## src/rtl/mem_port_arbiter_pkg.sv

```systemverilog
// Shared encodings for the fetch/data memory port arbiter.
// State and owner values are fixed so they can be read directly on debug probes.
package mem_port_arbiter_pkg;

    typedef enum logic [1:0] {
        ST_IDLE    = 2'd0,
        ST_GRANT_I = 2'd1,
        ST_GRANT_D = 2'd2,
        ST_RESP    = 2'd3
    } arb_state_e;

    typedef enum logic [1:0] {
        OWN_NONE  = 2'b00,
        OWN_FETCH = 2'b01,
        OWN_DATA  = 2'b10
    } owner_e;

    // Wide enough for the largest allowed starvation limit (15).
    localparam int STARVE_W = 4;

    // A timed-out access returns this bit replicated across the data width.
    localparam logic TIMEOUT_FILL_BIT = 1'b1;

endpackage

```

## src/rtl/mem_arb_priority.sv

```systemverilog
// Combinational winner select: data wins unless the starvation guard hands
// the slot to a waiting fetch.
module mem_arb_priority (
    input  logic i_req,
    input  logic d_req,
    input  logic starve_hit,
    output logic win_i,
    output logic win_d
);

    assign win_d = d_req & ~(starve_hit & i_req);
    assign win_i = i_req & ~win_d;

endmodule

```

## src/rtl/mem_port_arbiter.sv

```systemverilog
// Shares one single-ported memory between instruction fetch and data access.
// Each access runs IDLE -> GRANT -> RESP, so the port turns over every 3+ cycles.
module mem_port_arbiter
    import mem_port_arbiter_pkg::*;
#(
    parameter int ADDR_W       = 32,
    parameter int DATA_W       = 32,
    parameter int STARVE_LIMIT = 4,
    parameter int TIMEOUT      = 255
) (
    input  logic              clk,
    input  logic              reset,
    input  logic              i_req,
    input  logic [ADDR_W-1:0] i_addr,
    output logic              i_ready,
    output logic [DATA_W-1:0] i_rdata,
    input  logic              d_req,
    input  logic              d_we,
    input  logic [ADDR_W-1:0] d_addr,
    input  logic [DATA_W-1:0] d_wdata,
    output logic              d_ready,
    output logic [DATA_W-1:0] d_rdata,
    output logic              m_valid,
    output logic              m_we,
    output logic [ADDR_W-1:0] m_addr,
    output logic [DATA_W-1:0] m_wdata,
    input  logic              m_ready,
    input  logic [DATA_W-1:0] m_rdata,
    output logic [1:0]        owner,
    output logic              err
);

    localparam int TO_W = (TIMEOUT < 2) ? 1 : $clog2(TIMEOUT + 1);

    arb_state_e          state_q,   state_d;
    owner_e              owner_q,   owner_d;
    logic [ADDR_W-1:0]   m_addr_q,  m_addr_d;
    logic                m_we_q,    m_we_d;
    logic [DATA_W-1:0]   m_wdata_q, m_wdata_d;
    logic [DATA_W-1:0]   i_rdata_q, i_rdata_d;
    logic [DATA_W-1:0]   d_rdata_q, d_rdata_d;
    logic [STARVE_W-1:0] starve_q,  starve_d;
    logic [TO_W-1:0]     to_cnt_q,  to_cnt_d;
    logic                err_q,     err_d;

    logic starve_hit;
    logic win_i;
    logic win_d;

    assign starve_hit = (starve_q == STARVE_W'(STARVE_LIMIT));

    mem_arb_priority u_priority (
        .i_req      (i_req),
        .d_req      (d_req),
        .starve_hit (starve_hit),
        .win_i      (win_i),
        .win_d      (win_d)
    );

    always_comb begin
        state_d   = state_q;
        owner_d   = owner_q;
        m_addr_d  = m_addr_q;
        m_we_d    = m_we_q;
        m_wdata_d = m_wdata_q;
        i_rdata_d = i_rdata_q;
        d_rdata_d = d_rdata_q;
        starve_d  = starve_q;
        to_cnt_d  = to_cnt_q;
        err_d     = err_q;

        unique case (state_q)
            ST_IDLE: begin
                if (win_d) begin
                    state_d   = ST_GRANT_D;
                    owner_d   = OWN_DATA;
                    m_addr_d  = d_addr;
                    m_we_d    = d_we;
                    m_wdata_d = d_wdata;
                    // Only data grants that bypass a waiting fetch count toward starvation.
                    if (!i_req) begin
                        starve_d = '0;
                    end else if (!starve_hit) begin
                        starve_d = starve_q + STARVE_W'(1);
                    end
                end else if (win_i) begin
                    state_d   = ST_GRANT_I;
                    owner_d   = OWN_FETCH;
                    m_addr_d  = i_addr;
                    m_we_d    = 1'b0;
                    m_wdata_d = '0;
                    starve_d  = '0;
                end
            end
            ST_GRANT_I, ST_GRANT_D: begin
                if (m_ready) begin
                    state_d = ST_RESP;
                    if (state_q == ST_GRANT_I) begin
                        i_rdata_d = m_rdata;
                    end else if (!m_we_q) begin
                        d_rdata_d = m_rdata;
                    end
                end else begin
                    to_cnt_d = to_cnt_q + TO_W'(1);
                    // Give up on a stuck memory but still retire the requester.
                    if ((TIMEOUT != 0) && (to_cnt_d == TO_W'(TIMEOUT))) begin
                        state_d = ST_RESP;
                        err_d   = 1'b1;
                        if (state_q == ST_GRANT_I) begin
                            i_rdata_d = {DATA_W{TIMEOUT_FILL_BIT}};
                        end else if (!m_we_q) begin
                            d_rdata_d = {DATA_W{TIMEOUT_FILL_BIT}};
                        end
                    end
                end
            end
            ST_RESP: begin
                state_d  = ST_IDLE;
                owner_d  = OWN_NONE;
                to_cnt_d = '0;
            end
            default: begin
                state_d = ST_IDLE;
            end
        endcase
    end

    always_ff @(posedge clk) begin
        if (reset) begin
            state_q   <= ST_IDLE;
            owner_q   <= OWN_NONE;
            m_addr_q  <= '0;
            m_we_q    <= 1'b0;
            m_wdata_q <= '0;
            i_rdata_q <= '0;
            d_rdata_q <= '0;
            starve_q  <= '0;
            to_cnt_q  <= '0;
            err_q     <= 1'b0;
        end else begin
            state_q   <= state_d;
            owner_q   <= owner_d;
            m_addr_q  <= m_addr_d;
            m_we_q    <= m_we_d;
            m_wdata_q <= m_wdata_d;
            i_rdata_q <= i_rdata_d;
            d_rdata_q <= d_rdata_d;
            starve_q  <= starve_d;
            to_cnt_q  <= to_cnt_d;
            err_q     <= err_d;
        end
    end

    assign m_valid = (state_q == ST_GRANT_I) || (state_q == ST_GRANT_D);
    assign m_we    = m_we_q;
    assign m_addr  = m_addr_q;
    assign m_wdata = m_wdata_q;
    assign i_ready = (state_q == ST_RESP) && (owner_q == OWN_FETCH);
    assign d_ready = (state_q == ST_RESP) && (owner_q == OWN_DATA);
    assign i_rdata = i_rdata_q;
    assign d_rdata = d_rdata_q;
    assign owner   = owner_q;
    assign err     = err_q;

endmodule

```

## config.mk

```make
export PLATFORM = sky130hd
export DESIGN_NAME = mem_port_arbiter
export DESIGN_NICKNAME = d
export VERILOG_FILES = /design/src/rtl/mem_port_arbiter_pkg.sv /design/src/rtl/mem_arb_priority.sv /design/src/rtl/mem_port_arbiter.sv
export SDC_FILE = /design/constraint.sdc
export NUM_CORES = 1
export LEC_CHECK = 0
export CAP_MARGIN = 20
export CORE_ASPECT_RATIO = 1.4
export CORE_MARGIN = 8
export CORE_UTILIZATION = 35
export CTS_CLUSTER_DIAMETER = 80
export DETAILED_ROUTE_END_ITERATION = 16
export DONT_BUFFER_PORTS = 1
export MAX_ROUTING_LAYER = met4
export SLEW_MARGIN = 20
export SYNTH_ARGS = -nofsm -noshare
export SYNTH_HDL_FRONTEND = slang
export SYNTH_SLANG_ARGS = --single-unit
```

## constraint.sdc

```tcl
create_clock -name clk -period 5.8 [get_ports clk]
set_input_delay 0.58 -clock clk [delete_from_list [all_inputs] [get_ports clk]]
set_output_delay 0.58 -clock clk [all_outputs]
set_load 0.02 [all_outputs]
```

==> qor.yml, run 1 <==
drt:
  drt_iter0_markers: 343
  drc: 0
  drtAntennaViolNets: 0
  dr.pass1.iters: 5
  vias: 5515
  routedWlPerCell_um: 19.9
  routed_wl_um: 19200
  avgViaCountPerCell: 5.70
sta:
  final-setup-viol-count: 0
  max_slew.worst_pin.slew_ns: 1.08
  fin_crit_sh_pct: 53.4
  finalHoldViolations: 0
  fmax_ghz: 0.323
  finalSetupTns_ns: 0
  worst_clock_skew_ns: 0.0117
  slew_headroom_pct: 28.0
  holdWs_ns: 0.250
  period_minus_slack_ns: 3.10
  final_max_slew_viol_count: 0
  rsz0062_at_grt: "no"
synthesis:
  ys_warn_count: 0
  yosysSeqAreaShare_pct: 45.2
  synthFlopType: "dfxtp_1"
  synth-edff-count: 0
  ys_seq_elements: 146
  synthCells: 762
  syn_area_per_cell_um2: 8.49
  post_synth_instance_area_mm2: 0.00647
  async_flop_share_pct: 0
  synth_cell_types: 43
  synth_nets: 903
placed_design:
  postPlaceCellArea_mm2: 0.00648
  gp_congestion: 0.774
  hpwl_um: 12800
  io_buffers: 0
clocking:
  cts.clk_slew.worst_paths_ns: 0.06
  cts_htree_levels: 4
  post_cts_buffers: 0
  clk_latency_ns: 0.41
  cts-resized-gates: 0
  cts_root_buffer: "clkbuf_16"
  cts_num_sinks: 146
  hold_buffers: 0
  clockBufferDepth: 2
  cts_tree: "yes"
  cts_buffers: 17
power_and_ir_drop:
  powerDensity_mw_per_mm2: 522
  p_total_mw: 3.71
  p_leak_nw: 2.42
  ir_drop_v: 0.000208
worst_setup_path:
  worst_setup_path_end_kind: "flip-flop"
  path_max_fanout: 33
  crit_type: "flip-flop to flip-flop"
  worstPathArrival_ns: 3.35
  startpoint_type: "flip-flop"
  cp.required_ns: 6.05
floorplan:
  num_io_pins: 269
  core_mm2: 0.0184
  rows: 59
  die-height_um: 177
  die_area_mm2: 0.0231
  start_util_pct: 35.2
  die_w_um: 131
run:
  maxCapViolations: 0
final_layout:
  final_core_util_pct: 38.6
  nNetsFinal: 852
  fin_area_mm2: 0.00710
  drive_gt1_share_pct: 15.2
  areaGrowthSynthToFinish_pct: 9.85
  diodes: 0
grt:
  antenna_found_initial: 0
  grt_pass1_wl_um: 29600
  grt_max_degree: 84
  overflow: 0
  grt_pass1_vias: 5394
  grt_usage_pct: 16.6
hold_path:
  hold_path_class: "primary input to flip-flop"
run_status:
  status: "finished, final reports clean"
[cell type report]
| cell class | instances | area, µm² |
|---|---|---|
| clock buffers | 20 | 447 |
| clock inverters | 12 | 169 |
| fillers | 1863 | 11300 |
| inverters | 10 | 38.8 |
| multi-input cells | 530 | 3180 |
| flip-flops and latches | 146 | 2920 |
| well taps | 244 | 305 |
| repair buffers | 6 | 45.0 |
[state kept, by name, indices dropped and copies added, names as in the netlist]
| register | cells |
|---|---|
| d_rdata | 32 |
| i_rdata | 32 |
| m_addr | 32 |
| m_wdata | 32 |
| to_cnt_q | 8 |
| starve_q | 4 |
| owner | 2 |
| state_q | 2 |
| err | 1 |
| m_we | 1 |
[worst max-delay path: stages, from the launching register on]
cell and delay [ns]:
dfxtp_1 0.37, inv_1 0.06, ha_1 0.75, inv_1 0.24, nor3_4 0.19, buf_4 0.37
nand2_2 0.49, o221ai_1 0.38, a21oi_2 0.05
[worst paths after layout]
check / cells after the start / startpoint / slack, ns / to
max: 8 / state_q[0]$_SDFFE_PP0P_ / 2.70 / d_rdata[25]$_SDFFE_PP0P_
min: 1 / reset / 0.25 / to_cnt_q[4]$_SDFFE_PP0P_
max reg2reg: 8 / state_q[0]$_SDFFE_PP0P_ / 2.70 / d_rdata[25]$_SDFFE_PP0P_
min reg2reg: 2 / starve_q[1]$_SDFFE_PP0P_ / 0.49 / starve_q[1]$_SDFFE_PP0P_
[power by group]
part / switching (mW) / internal, mW / leakage (nW)
Combinational: 0.565 / 0.303 / 0.926
Sequential: 0.460 / 1.23 / 1.19
Clock: 0.454 / 0.699 / 0.301
Total: 1.48 / 2.23 / 2.42
[synth_stat cells (all sizes together) (2+ instances only)]
master  number  area [µm²]
dfxtp      146        2920
nand2      115         439
nor2       115         432
a21oi      107         761
o221ai      64         561
clkbuf      58         218
nand3       36         193
a311oi      32         280
buf         18         130
inv         10        37.5
nand4       10        62.6
ha           7        87.6
a32oi        6        52.6
o21ai        6        30.0
nor3         4        25.0
and2         3        18.8
nor3b        3        22.5
a22o         2        17.5
a31oi        2        18.8
nand2b       2        12.5
nor2b        2        12.5
xor2         2        17.5
[per-layer routing]
layer / global-route usage [%] / vias to the layer above / wire, µm
li1: - / 2643 / -
met1: 19.4 / 2599 / 7950
met2: 25.8 / 256 / 8970
met3: 6.18 / 17 / 2010
met4: 5.38 / 0 / 311
met5: - / - / 0
[through the flow]
stage | setup WS, ns | std cells
finish | 2.70 | 968
global route | 2.40 | 968
CTS | 2.25 | 968
detailed placement | 2.26 | 936
global placement | 2.33 | 936
floorplan | 3.67 | 762
[kinds of logic after synthesis]
family          share of synthesized area [%]
fa+ha+maj                                1.35
flops                                    45.2
buf+inv                                  5.96
compound gates                           27.4
xor+xnor                                0.271
simple gates                             19.4
mux                                     0.387
[layout by cell type (no fill, tap or decap), types with 4 or more instances in the layout]
master and instances:
o221ai_1 64, ha_1 7, a21oi_1 47, clkinv_4 4
a311oi_1 32, clkbuf_16 17, a32oi_1 6, nand2_1 112
dfxtp_1 146, nor2_1 115, buf_4 6, inv_1 9
o21ai_0 4, nand4_1 10, inv_6 5, a21oi_2 60
nand3_1 35
Note: power is estimated with default switching activity, not from simulation.
==> inputs of run 2 (changes only) <==
clock period = 2.8 ns   (was 5.8 ns; I/O delays follow)
==> run 2 against run 1 <==
Count of clock-buffer cells in the layout down 3. Non-clock buffer count rose by 92. Wire length increased by 5.6%. Critical endpoint is now m_addr[26]$_SDFFE_PP0P_.
==> qor.yml, run 2 (synthesized netlist as in run 1, its figures left out) <==
drt:
  drt_iter0_markers: 302  # -12%
  vias: 5810  # +5.3%
  routedWlPerCell_um: 19.2  # -3.6%
  dr.pass1.iters: 4  # -1
  drc: 0  # unchanged
  routed_wl_um: 20300  # +5.6%
  drtAntennaViolNets: 0  # unchanged
  avgViaCountPerCell: 5.48  # -3.8%
grt:
  grt_pass1_wl_um: 31500  # +6.7%
  grt_usage_pct: 17.6  # +1.1 points
  grt_pass1_vias: 5957  # +10%
  antenna_found_initial: 0  # unchanged
  grt_max_degree: 98  # +17%
  overflow: 0  # unchanged
worst_setup_path:
  worstPathArrival_ns: 2.89  # -0.46 ns
  crit_type: "flip-flop to flip-flop"
  startpoint_type: "flip-flop"
  critPathMaxStageDelay_ns: 0.58  # -0.17 ns
  cp_slowest_cell: "dlygate4sd3_1"
  cp.required_ns: 3.17  # -2.88 ns
  worst_setup_path_end_kind: "flip-flop"
  path_max_fanout: 53  # +61%
  path_cells: "inv_1 > ha_1 > nand4b_1 > and2_2 > buf_12 > nand2_1 > a311oi_1 > dlygate4sd3_1"
clocking:
  cts_buffers: 17  # unchanged
  cts_tree: "yes"
  post_cts_buffers: 0  # unchanged
  cts_num_sinks: 146  # unchanged
  clockBufferDepth: 2  # unchanged
  cts.clk_slew.worst_paths_ns: 0.07  # about the same
  clk_latency_ns: 0.42  # about the same
  cts-resized-gates: 0  # unchanged
  cts_htree_levels: 4  # unchanged
  cts_root_buffer: "clkbuf_16"
final_layout:
  final_common_cell: "dfxtp_1"
  drive_gt1_share_pct: 15.1  # -0.12 points
  seqCellArea_mm2: 0.00292  # unchanged
  multi_input_area_mm2: 0.00317  # -0.16%
  fillers: 1747  # -6.2%
  diodes: 0  # unchanged
  final_core_util_pct: 43.6  # +4.9 points
  nNetsFinal: 944  # +11%
  final_cell_mix: "146 x dfxtp_1, 115 x nor2_1, 114 x nand2_1, 79 x dlygate4sd3_1, 64 x o221ai_1"
  areaGrowthSynthToFinish_pct: 23.9
sta:
  fmax_ghz: 0.395  # +22%
  finalSetupTns_ns: 0  # unchanged
  final_max_slew_viol_count: 0  # unchanged
  worst_clock_skew_ns: 0.0145  # +0.00277 ns
  final-setup-viol-count: 0  # unchanged
  rsz0062_at_grt: "no"
  period_minus_slack_ns: 2.53  # -0.569 ns
  layout_setup_ws_ns: 0.271  # -2.43 ns
  finalHoldViolations: 0  # unchanged
  max_slew.worst_pin.slew_ns: 0.662  # -0.418 ns
  holdWs_ns: 0.0225  # -0.227 ns
  fin_crit_sh_pct: 90.3  # +37 points
  slew_headroom_pct: 55.8  # +28 points
power_and_ir_drop:
  ir_drop_v: 0.000411  # +97%
  p_leak_nw: 2.85  # +18%
  powerDensity_mw_per_mm2: 985  # +89%
floorplan:
  die_area_mm2: 0.0231  # unchanged
  start_util_pct: 35.2  # unchanged
  die_w_um: 131  # unchanged
  rows: 59  # unchanged
  num_io_pins: 269  # unchanged
  die-height_um: 177  # unchanged
  core_mm2: 0.0184  # unchanged
placed_design:
  dpl_worst_slack_ns: 0.478  # -1.78 ns
  hpwl_um: 13000  # +1.9%
  gp_congestion: 0.759  # -2.0%
  io_buffers: 0  # unchanged
run:
  maxCapViolations: 0  # unchanged
hold_path:
  hold_path_class: "primary input to flip-flop"
run_status:
  status: "finished, final reports clean"
## run 2: cell type report
| cell class | count | area share [%] |
|---|---|---|
| clock buffers | 17 | 5.31 |
| clock inverters | 15 | 2.00 |
| inverters | 10 | 0.468 |
| multi-input cells | 530 | 39.6 |
| flip-flops and latches | 146 | 36.5 |
| well taps | 244 | 3.81 |
| repair buffers | 98 | 12.4 |
## run 2: path summary, 6_finish.rpt
kind / start / end / slack, ns / cells after the start
worst max-delay path: starve_q[0]$_SDFFE_PP0P_ / m_addr[26]$_SDFFE_PP0P_ / 0.27 / 8
worst min-delay path: i_addr[1] / m_addr[1]$_SDFFE_PP0P_ / 0.02 / 2
worst min register to register: starve_q[3]$_SDFFE_PP0P_ / starve_q[3]$_SDFFE_PP0P_ / 0.50 / 2
worst max register to register: starve_q[0]$_SDFFE_PP0P_ / m_addr[26]$_SDFFE_PP0P_ / 0.27 / 8
## run 2: power by group
part           switching, mW  total [mW]  internal, mW  leakage, nW
registers              0.951        3.49          2.54         1.19
clock network           1.01        2.28          1.27        0.290
logic                   1.28        2.13         0.854         1.37
total                   3.23        7.90          4.66         2.85
## run 2: routing by layer
layer / share of wire (%) / GRT usage, % / vias to the layer above
li1: - / - / 2823
met1: 40 / 19.9 / 2716
met2: 48 / 28.3 / 250
met3: 10 / 6.39 / 21
met4: 1.5 / 5.86 / 0
met5: 0 / - / -
## run 2: stage by stage
stage / cells / cell area [µm²] / power (mW)
detailed placement: 948 / 6610 / 5.47
CTS: 1060 / 8010 / 7.99
global route: 1060 / 8010 / 8.37
floorplan: 762 / 6470 / 4.90
finish: 1060 / 8010 / 7.90
global placement: 948 / 6610 / 5.43
## run 2: repair_timing
item,4_1_cts,5_1_grt
endpoints found under the hold margin,80,0
hold buffers,80,0
endpoints found under the setup margin,0,0
## run 2: worst max-delay path: cells and delay by family, from the launching register on
kind                       cells  cell delay, ns
DFF                            1            0.38
buffers and inverters          3            0.95
and+or+nand+nor                3            0.66
adders and majority gates      1            0.20
AOI/OAI and AO/OA              1            0.25
==> inputs of run 3 (changes only) <==
ABC_AREA = 1   (was not set)
==> run 3 against run 2 <==
Synthesized cell count is 31% higher. Largest power group unchanged. Clock power decreased by 8%. Synthesized area up 4.5%. Die area is 4.0% higher. First-iteration DRC count increased by 9.3%. Flip-flop and latch count stayed put.
==> qor.yml, run 3 <==
run_status:
  status: "finished, final reports clean"
final_layout:
  diodes: 0  # unchanged
  nNetsFinal: 1142  # +21%
  final_cell_mix: "233 x nand2_1, 179 x inv_1, 146 x dfxtp_1, 84 x nor2_1, 79 x a21oi_1"
  fillers: 2038  # +17%
  seqCellArea_mm2: 0.00292  # unchanged
  final_cells: 1262  # +19%
  final_common_cell: "nand2_1"
  multi_input_area_mm2: 0.00286  # -9.9%
  final_core_util_pct: 41.2  # -2.4 points
  drive_gt1_share_pct: 5.82  # -9.3 points
  areaGrowthSynthToFinish_pct: 16.2
  fin_area_mm2: 0.00785  # -2.1%
sta:
  finalHoldViolations: 0  # unchanged
  fin_crit_sh_pct: 77.7  # -13 points
  layout_setup_ws_ns: 0.623  # +0.353 ns
  final_max_slew_viol_count: 0  # unchanged
  rsz0062_at_grt: "no"
  period_minus_slack_ns: 2.18  # -0.353 ns
  fmax_ghz: 0.459  # +16%
  max_slew.worst_pin.slew_ns: 0.772  # +0.110 ns
  worst_clock_skew_ns: 0.00780  # -0.00671 ns
  final-setup-viol-count: 0  # unchanged
  finalSetupTns_ns: 0  # unchanged
  slew_headroom_pct: 48.5  # -7.3 points
power_and_ir_drop:
  swShare_pct: 44.9  # +3.9 points
  switchingPower_mw: 3.85  # +19%
  power_frac_seq_pct: 45.0  # +0.8 points
  p_comb_share_pct: 30.5  # +3.5 points
  ir_drop_v: 0.000679  # +65%
  powerDensity_mw_per_mm2: 1090  # +11%
  p_clk_share_pct: 24.5  # -4.4 points
  internal_power_mw: 4.74  # +1.6%
  p_leak_nw: 3.56  # +25%
clocking:
  cts_num_sinks: 146  # unchanged
  cts-resized-gates: 0  # unchanged
  cts_buffers: 17  # unchanged
  cts.clk_slew.worst_paths_ns: 0.06  # about the same
  clockBufferDepth: 2  # unchanged
  cts_root_buffer: "clkbuf_16"
  cts_tree: "yes"
  clk_latency_ns: 0.42  # about the same
  cts_htree_levels: 4  # unchanged
drt:
  dr.pass1.iters: 4  # unchanged
  drc: 0  # unchanged
  drtAntennaViolNets: 0  # unchanged
  avgViaCountPerCell: 4.80  # -12%
  vias: 6060  # +4.3%
  routed_wl_um: 19700  # -3.0%
  routedWlPerCell_um: 15.6  # -19%
  drt_iter0_markers: 330  # +9.3%
synthesis:
  synth_top_area_share_pct: 43.3  # -1.9 points
  synth_top_family_by_area: "simple AND/OR/NAND/NOR gates"
  synth-adder-area-share_pct: 1.30  # -0.058 points
  ys_top_cells_by_count: "233 x nand2_1, 179 x inv_1, 146 x dfxtp_1"
  ys_warn_count: 0  # unchanged
  async_flop_share_pct: 0  # unchanged
  synth-edff-count: 0  # unchanged
  synth_top_area_cell: "dfxtp_1"
  synth_cell_types: 25  # -42%
  synth_compound_area_share_pct: 12.7  # -15 points
  synth_xor_area_share_pct: 0.259  # -0.012 points
  syn_area_per_cell_um2: 6.77  # -20%
  synthCells: 998  # +31%
  netlist_top_cells_area: "dfxtp_1 43%, nand2_1 13%, inv_1 9.9%"
  yosysSeqAreaShare_pct: 43.3  # -1.9 points
  synth_nets: 1139  # +26%
  synth_mux_area_share_pct: 0  # -0.39 points
  ys_seq_elements: 146  # unchanged
  post_synth_instance_area_mm2: 0.00676  # +4.5%
  synthFlopType: "dfxtp_1"
  synthSimpleGateAreaFrac_pct: 28.0  # +8.6 points
  synth.most_common_cell: "nand2_1"
floorplan:
  start_util_pct: 35.4  # +0.25 points
  core_mm2: 0.0191  # +3.7%
  num_io_pins: 269  # unchanged
  die-height_um: 180  # +2.0%
  rows: 60  # +1.7%
  die_area_mm2: 0.0241  # +4.0%
  die_w_um: 133  # +1.9%
run:
  maxCapViolations: 0  # unchanged
worst_setup_path:
  critPathMaxStageDelay_ns: 0.64  # +0.06 ns
  worst_setup_path_end_kind: "output pin"
  path_max_fanout: 66  # +25%
  worstPathArrival_ns: 1.90  # -0.99 ns
  cp_slowest_cell: "buf_4"
  startpoint_type: "flip-flop"
  path_cells: "inv_1 > ha_2 > buf_4"
  crit_type: "flip-flop to output pin"
  cp.required_ns: 2.52  # -0.65 ns
grt:
  overflow: 0  # unchanged
  grt_pass1_wl_um: 31700  # +0.55%
  grt_max_degree: 82  # -16%
  grt_pass1_vias: 6001  # +0.74%
  antenna_found_initial: 0  # unchanged
  grt_usage_pct: 16.5  # -1.1 points
placed_design:
  dpl_worst_slack_ns: 0.698  # +0.220 ns
  dp_cells: 1196  # +26%
  hpwl_um: 13700  # +5.3%
  gp_congestion: 0.818  # +7.8%
  io_buffers: 0  # unchanged
  postPlaceCellArea_mm2: 0.00697  # +5.4%
hold_path:
  hold_path_class: "primary input to flip-flop"
[run 3: worst max-delay path: cells and delay by family, from the launching register on]
kind                       cells  cell delay (ns)
DFF                            1             0.36
buffers and inverters          2             0.71
adders and majority gates      1             0.40
[run 3: power groups by stage]
stage / registers [mW] / logic, mW / clock network, mW
detailed placement: 3.92 / 2.59 / 0
CTS: 3.89 / 2.63 / 2.18
global route: 3.95 / 3.03 / 2.25
finish: 3.87 / 2.62 / 2.10
floorplan: 3.71 / 2.04 / 0
global placement: 3.93 / 2.55 / 0
[run 3: final cells by class]
class / count / share of cell area, %
sequential: 146 / 37.2
multi-input combinational: 599 / 36.4
inverter: 183 / 8.80
tap: 248 / 3.95
timing repair buffer: 54 / 6.73
clock inverter: 11 / 1.00
clock buffer: 21 / 5.87
[run 3: stage by stage]
stage / total power [mW] / hold slack, ns
finish: 8.59 / 0.0356
global route: 9.22 / 0.0331
CTS: 8.70 / 0.0138
detailed placement: 6.51 / 0.355
global placement: 6.49 / 0.352
floorplan: 5.76 / 0.423
[run 3: cells by family after synthesis]
family,count (synthesis)
and+or+nand+nor,437
buffers and inverters,253
xor gates and xnor gates,2
DFF,146
adders and majority gates,7
AOI/OAI and AO/OA,153
[run 3: routing by layer]
metal  track usage [%]  routed length, µm  vias to the layer above
li1                  -                  -                     3148
met1              18.4               8160                     2680
met2              27.6               9690                      206
met3              4.97               1450                       26
met4              5.77                401                        0
met5                 -                  0                        -
[run 3: what timing repair did]
item / in CTS / in global routing
buffers inserted: 0 / 0
hold buffers: 34 / 0
hold endpoints to repair: 41 / 0
[run 3: worst paths after layout]
path | from | end | slack [ns] | cells after the start
worst max-delay path | state_q[1]$_SDFFE_PP0P_ | m_valid | 0.62 | 3
worst min-delay path | i_req | starve_q[0]$_SDFFE_PP0P_ | 0.04 | 2
worst max register to register | state_q[1]$_SDFFE_PP0P_ | i_rdata[29]$_SDFFE_PP0P_ | 0.70 | 6
worst min register to register | to_cnt_q[7]$_SDFFE_PP0P_ | to_cnt_q[7]$_SDFFE_PP0P_ | 0.50 | 2
